`config.mk`:
```
export PLATFORM = sky130hd
export DESIGN_NAME = tp_spawner
export DESIGN_NICKNAME = d
export VERILOG_FILES = /design/src/rtl/tp_spawner.sv
export SDC_FILE = /design/constraint.sdc
export NUM_CORES = 1
export LEC_CHECK = 0
export BUFFER_PORTS_ARGS = -buffer_cell sky130_fd_sc_hd__buf_4
export CAP_MARGIN = 10
export CORE_ASPECT_RATIO = 1.5
export CORE_MARGIN = 10
export CORE_UTILIZATION = 40
export DETAILED_ROUTE_END_ITERATION = 7
export PLACE_DENSITY = 0.64
export SLEW_MARGIN = 20
export SYNTH_ARGS = -nofsm -noshare
export SYNTH_HDL_FRONTEND = slang
export SYNTH_SLANG_ARGS = --single-unit
export TNS_END_PERCENT = 100
```
`constraint.sdc`:
```
create_clock -name clk -period 6.7 [get_ports clk]
set_input_delay 1.005 -clock clk [delete_from_list [all_inputs] [get_ports clk]]
set_output_delay 1.005 -clock clk [all_outputs]
set_load 0.005 [all_outputs]
```
`src/rtl/tp_spawner.sv`:
```
// tp_spawner: spawns falling objects for a catch game, tracks score/lives.
// Ports: clk, rst_n (sync, active-low), frame_tick, start, pause, hit in;
//        show, id, midx, midy, score, lives, miss, game_over out (registered).
module tp_spawner #(
   parameter int unsigned X_MIN       = 64,
   parameter int unsigned Y_START     = 20,
   parameter int unsigned Y_BOTTOM    = 460,
   parameter int unsigned WAIT_FRAMES = 30,
   parameter int unsigned LIVES       = 3
) (
   input  logic       clk,
   input  logic       rst_n,
   input  logic       frame_tick,
   input  logic       start,
   input  logic       pause,
   input  logic       hit,
   output logic       show,
   output logic [1:0] id,
   output logic [9:0] midx,
   output logic [9:0] midy,
   output logic [7:0] score,
   output logic [1:0] lives,
   output logic       miss,
   output logic       game_over
);

   typedef enum logic [1:0] {IDLE, WAIT, FALL, OVER} state_t;

   localparam logic [9:0]  X_MIN_V  = 10'(X_MIN);
   localparam logic [9:0]  Y_START_V = 10'(Y_START);
   localparam logic [9:0]  Y_BOT_V  = 10'(Y_BOTTOM);
   localparam logic [10:0] Y_BOT_W  = 11'(Y_BOTTOM);
   localparam logic [15:0] WAIT_V   = 16'(WAIT_FRAMES);
   localparam logic [1:0]  LIVES_V  = 2'(LIVES);
   localparam logic [15:0] SEED     = 16'hACE1;

   state_t      state, state_n;
   logic [15:0] lfsr, lfsr_n;
   logic [15:0] fc, fc_n;
   logic [4:0]  spawn_cnt, spawn_cnt_n;
   logic        show_n;
   logic [1:0]  id_n;
   logic [9:0]  midx_n;
   logic [9:0]  midy_n;
   logic [7:0]  score_n;
   logic [1:0]  lives_n;
   logic        miss_n;
   logic        game_over_n;

   logic        eff;
   logic [1:0]  level;
   logic [9:0]  speed;
   logic [10:0] floor_sum;
   logic [15:0] fc_inc;

   assign eff       = frame_tick & ~pause;
   // spawn_cnt saturates at 31, so its top two bits are min(cnt/8, 3)
   assign level     = spawn_cnt[4:3];
   assign speed     = 10'(level) + 10'd1;
   // one extra bit so the floor test cannot wrap
   assign floor_sum = {1'b0, midy} + {1'b0, speed};
   assign fc_inc    = fc + 16'd1;

   always_comb begin
      state_n     = state;
      lfsr_n      = {lfsr[14:0], lfsr[15] ^ lfsr[13] ^ lfsr[12] ^ lfsr[10]};
      fc_n        = fc;
      spawn_cnt_n = spawn_cnt;
      show_n      = show;
      id_n        = id;
      midx_n      = midx;
      midy_n      = midy;
      score_n     = score;
      lives_n     = lives;
      miss_n      = 1'b0;
      game_over_n = game_over;

      unique case (state)
         IDLE: begin
            if (start) begin
               state_n     = WAIT;
               fc_n        = '0;
               score_n     = '0;
               lives_n     = LIVES_V;
               spawn_cnt_n = '0;
            end
         end
         WAIT: begin
            if (eff) begin
               fc_n = fc_inc;
               if (fc_inc == WAIT_V) begin
                  state_n = FALL;
                  show_n  = 1'b1;
                  id_n    = lfsr[1:0];
                  midx_n  = X_MIN_V + {1'b0, lfsr[14:6]};
                  midy_n  = Y_START_V;
                  if (spawn_cnt != 5'd31)
                     spawn_cnt_n = spawn_cnt + 5'd1;
               end
            end
         end
         FALL: begin
            // a catch wins over floor contact and ignores pause
            if (hit) begin
               state_n = WAIT;
               show_n  = 1'b0;
               fc_n    = '0;
               if (score != 8'hFF)
                  score_n = score + 8'd1;
            end else if (eff) begin
               if (floor_sum >= Y_BOT_W) begin
                  midy_n  = Y_BOT_V;
                  show_n  = 1'b0;
                  miss_n  = 1'b1;
                  lives_n = lives - 2'd1;
                  fc_n    = '0;
                  if (lives == 2'd1) begin
                     state_n     = OVER;
                     game_over_n = 1'b1;
                  end else begin
                     state_n = WAIT;
                  end
               end else begin
                  midy_n = midy + speed;
               end
            end
         end
         OVER: begin
            show_n      = 1'b0;
            game_over_n = 1'b1;
            if (start) begin
               state_n     = WAIT;
               fc_n        = '0;
               score_n     = '0;
               lives_n     = LIVES_V;
               spawn_cnt_n = '0;
               game_over_n = 1'b0;
            end
         end
         default: state_n = IDLE;
      endcase
   end

   always_ff @(posedge clk) begin
      if (!rst_n) begin
         state     <= IDLE;
         lfsr      <= SEED;
         fc        <= '0;
         spawn_cnt <= '0;
         show      <= 1'b0;
         id        <= '0;
         midx      <= '0;
         midy      <= Y_START_V;
         score     <= '0;
         lives     <= LIVES_V;
         miss      <= 1'b0;
         game_over <= 1'b0;
      end else begin
         state     <= state_n;
         lfsr      <= lfsr_n;
         fc        <= fc_n;
         spawn_cnt <= spawn_cnt_n;
         show      <= show_n;
         id        <= id_n;
         midx      <= midx_n;
         midy      <= midy_n;
         score     <= score_n;
         lives     <= lives_n;
         miss      <= miss_n;
         game_over <= game_over_n;
      end
   end

endmodule

```
==> summary.md <==
| Metric | Value |
|---|---|
| Status | finished, final reports clean |
| Syn nets | approximately 470 |
| Reg power frac | 37.9% |
| Vias in the first global route | 3,420 |
| PostCTS Resize Cnt | 0 |
| Clk pin slew, worst setup/hold paths | 0.06 ns |
| Wire per inst | roughly 17 µm |
| CP max stage cell | o31ai_2 |
| Critical Path Start Type | flip-flop |
| Met2 Usage GRT | 24.7% |
| Clock network fraction of design power | 35.0% |
| GPL Wtd Cong | 0.854 |
| Crit path required time | 6.89 ns |
| Yosys warns | 0 |
| Critical path arrival | between 4 and 5 ns |
| Pins Over Slew Limit | 0 |
| Clock net sink count | 74 |
| # port buffers | 40 |
| Row cnt | 44 |
| Layout area overhead | 16.3% |
| First-pass GRT wire length | 16,600 µm |
| Layout Skew | 0.00591 ns |
| CTS Hold Bufs | 0 |
| Worst-Skew Late Latency | 0.34 ns |
| Cells after Synth | 446 |
| Register area | 1480 µm² |
| GR Layer Usage met1 | 15.3% |
| Leak | 0.00175 µW |
| Post-synth top cells | 74 x dfxtp_1, 37 x nor2_1, 27 x nand2_1 |
| Final core utilization | 47.4% |
| #FFs+latches synth | 74 |
| Seq/Total Area, Yosys | 37.8% |
| Final setup margin | 2.62 ns |
| Setup CP Type | reg2reg |
| Overflow after GRT | 0 |
| Total track usage | approximately 14% |
| Root Buffer | clkbuf_16 |
| CTS H-Tree Depth | 3 |
| F_max | 245 MHz |
| Top-count cell post-synth | dfxtp_1 |
| PwrDens | 283 nW/µm² |
| DR DRC count | 0 |
| Starting Density | between 40% and 50% |
| Post-CTS Setup Inserts | 0 |
| Total Neg Setup Slack | 0 ns |
| Psw | 449 µW |
| GRT Max-Usage Layer | met2 |
| Initial antenna violation count | 0 |
| Filler Cell Count | 904 |
| Sw Ratio | 34.7% |
| Die width | 101 µm |
| Total CTS buffers | 9 |
| Pre-antenna DRT Iters | 4 |
| Die Area | 14,200 µm² |
| Pre-CTS WS | ~2.7 ns |
| IO Pins | 41 |
| Post-Syn Area per Cell | around 9 µm² |
| Final Total Pwr | 1290 µW |
| DR vias/cell | 5.74 |
| Vias after detailed routing | 3,441 |
| Share of cells above drive strength 1 | 15.5% |
| Initial drt markers | 194 |
| Hold Path Class | reg2reg |
| Final Cycle Share | 60.8% |
| Ant. Diodes | 0 |
| Worst VDD drop | 0.154 mV |
| Die Y | 141 µm |
| Clock buffer depth | 2 |
| Fin. Hold Viols | 0 |
| Unrepaired setup endpoints after global routing | false |
| Critical path endpoint category | flip-flop |
| Top_reg_cell synth | dfxtp_1 |
| Combinational share of power | 27.1% |
| Mapped Area | 3920 µm² |
| Post-synth top area cell | dfxtp_1 |
| Hpwl dp | ~7100 µm |
| Core ar. | 9630 µm² |
| Drt total wl | between 9000 and 10,000 µm |
| Post-synth ARST share | 0% |
| Nets | 501 |
| # setup viols final | 0 |
| Slew headroom | 27.9% |
| Cell variety after synth | 66 |
| MaxCap Viol Count | 0 |
| Routed Antenna Nets | 0 |
| Critical path cell sequence | ha_1 > inv_1 > fa_1 > or3b_2 > mux2i_1 > a22oi_1 > o31ai_2 > a21oi_1 > o211ai_2 > o21ai_0 |
| Share of the synthesized area in the top cell type | between 30% and 40% |
| Area of the multi-input gates | 2290 µm² |
| Min cycle time layout | 4.08 ns |
| Largest net degree at the start of global routing | 50 |
| Met3 Usage GRT | roughly 3.3% |
| Max stage delay on crit path | ~0.90 ns |
| Pint | 844 µW |
| Post-synth EDFFs | 0 |
| Critical path fanouts, max | 14 |
| Worst slew pin tran | 1.08 ns |
| Synth top area cells | dfxtp_1 38%, ha_1 4.8%, mux2i_1 4.1% |
| CTS tree | done |
## power groups by stage
stage / clock [µW] / sequential (µW) / combinational [µW]
3_3_place_gp: 0 / 499 / 343
5_1_grt: 477 / 494 / 390
4_1_cts: 461 / 491 / 354
6_report: 453 / 490 / 350
2_1_floorplan: 0 / 495 / 257
3_5_place_dp: 0 / 500 / 351
## sequential cells by signal (all words and copies together), names as in the netlist
name and count:
lfsr 16, spawn_cnt 5, state 2, midx 10, fc 16, show 1, score 8, miss 1
midy 10, lives 2, game_over 1, id 2
## critical path, delay by kind of cell, from the launching register on
kind                       cells  cell delay, ns
AOI/OAI and AO/OA              5            2.11
DFF                            1            0.35
adders and majority gates      2            0.81
and+or+nand+nor                1            0.47
buffers and inverters          1            0.06
muxes                          1            0.13
## layout make-up
class	count	share of cell area, %
repair buffers	41	6.75
multi-input cells	337	50.2
inverters	16	1.32
well taps	115	3.15
clock buffers	9	4.94
flip-flops and latches	74	32.5
clock inverters	7	1.18
## cells in the final DEF, fill, tap and decap left out, drive strengths merged, types with 6 or more instances in the layout
| cell type | n |
|---|---|
| o211ai | 15 |
| a21oi | 22 |
| nor3 | 12 |
| nand4 | 8 |
| nand3 | 24 |
| xor2 | 9 |
| and3 | 12 |
| inv | 17 |
| nand2 | 27 |
| ha | 15 |
| dfxtp | 74 |
| o31ai | 13 |
| buf | 41 |
| nor2b | 6 |
| clkinv | 6 |
| mux2i | 16 |
| nand2b | 14 |
| o21ai | 13 |
| nor2 | 37 |
| and2 | 17 |
| clkbuf | 9 |
## per-stage QoR
| step | hold WS [ns] | cell area [µm²] | std cells |
|---|---|---|---|
| finish | 0.405 | 4560 | 599 |
| floorplan | 0.386 | 3920 | 446 |
| global route | 0.442 | 4560 | 599 |
| CTS | 0.410 | 4560 | 599 |
| global placement | 0.390 | 4280 | 583 |
| detailed placement | 0.396 | 4280 | 583 |
## kinds of logic (layout without fill, tap and decap cells)
group | after synthesis | in the layout | share of synthesized area (%)
AO/OA/AOI/OAI | 110 | 110 | 20.5
multiplexers | 16 | 16 | 4.08
adder cells (fa/ha/maj) | 16 | 16 | 5.30
XOR/XNOR | 13 | 13 | 2.90
buffers and inverters | 35 | 73 | 3.83
flip-flops | 74 | 74 | 37.8
AND/OR/NAND/NOR | 182 | 182 | 25.6
## layer usage
layer,up-vias,share of wire (%)
li1,1715,-
met1,1641,42
met2,68,52
met3,17,4.0
met4,0,2.2
met5,-,0
## path summary, 6_finish.rpt
kind | from | endpoint | slack (ns) | cells past startpoint
worst max-delay path | spawn_cnt[3] | fc[0] | 2.62 | 10
worst max register to register | spawn_cnt[3] | fc[0] | 2.62 | 10
worst min register to register | lfsr[5] | lfsr[6] | 0.40 | 1
worst min-delay path | lfsr[5] | lfsr[6] | 0.40 | 1
Note: power is estimated with default switching activity, not from simulation.
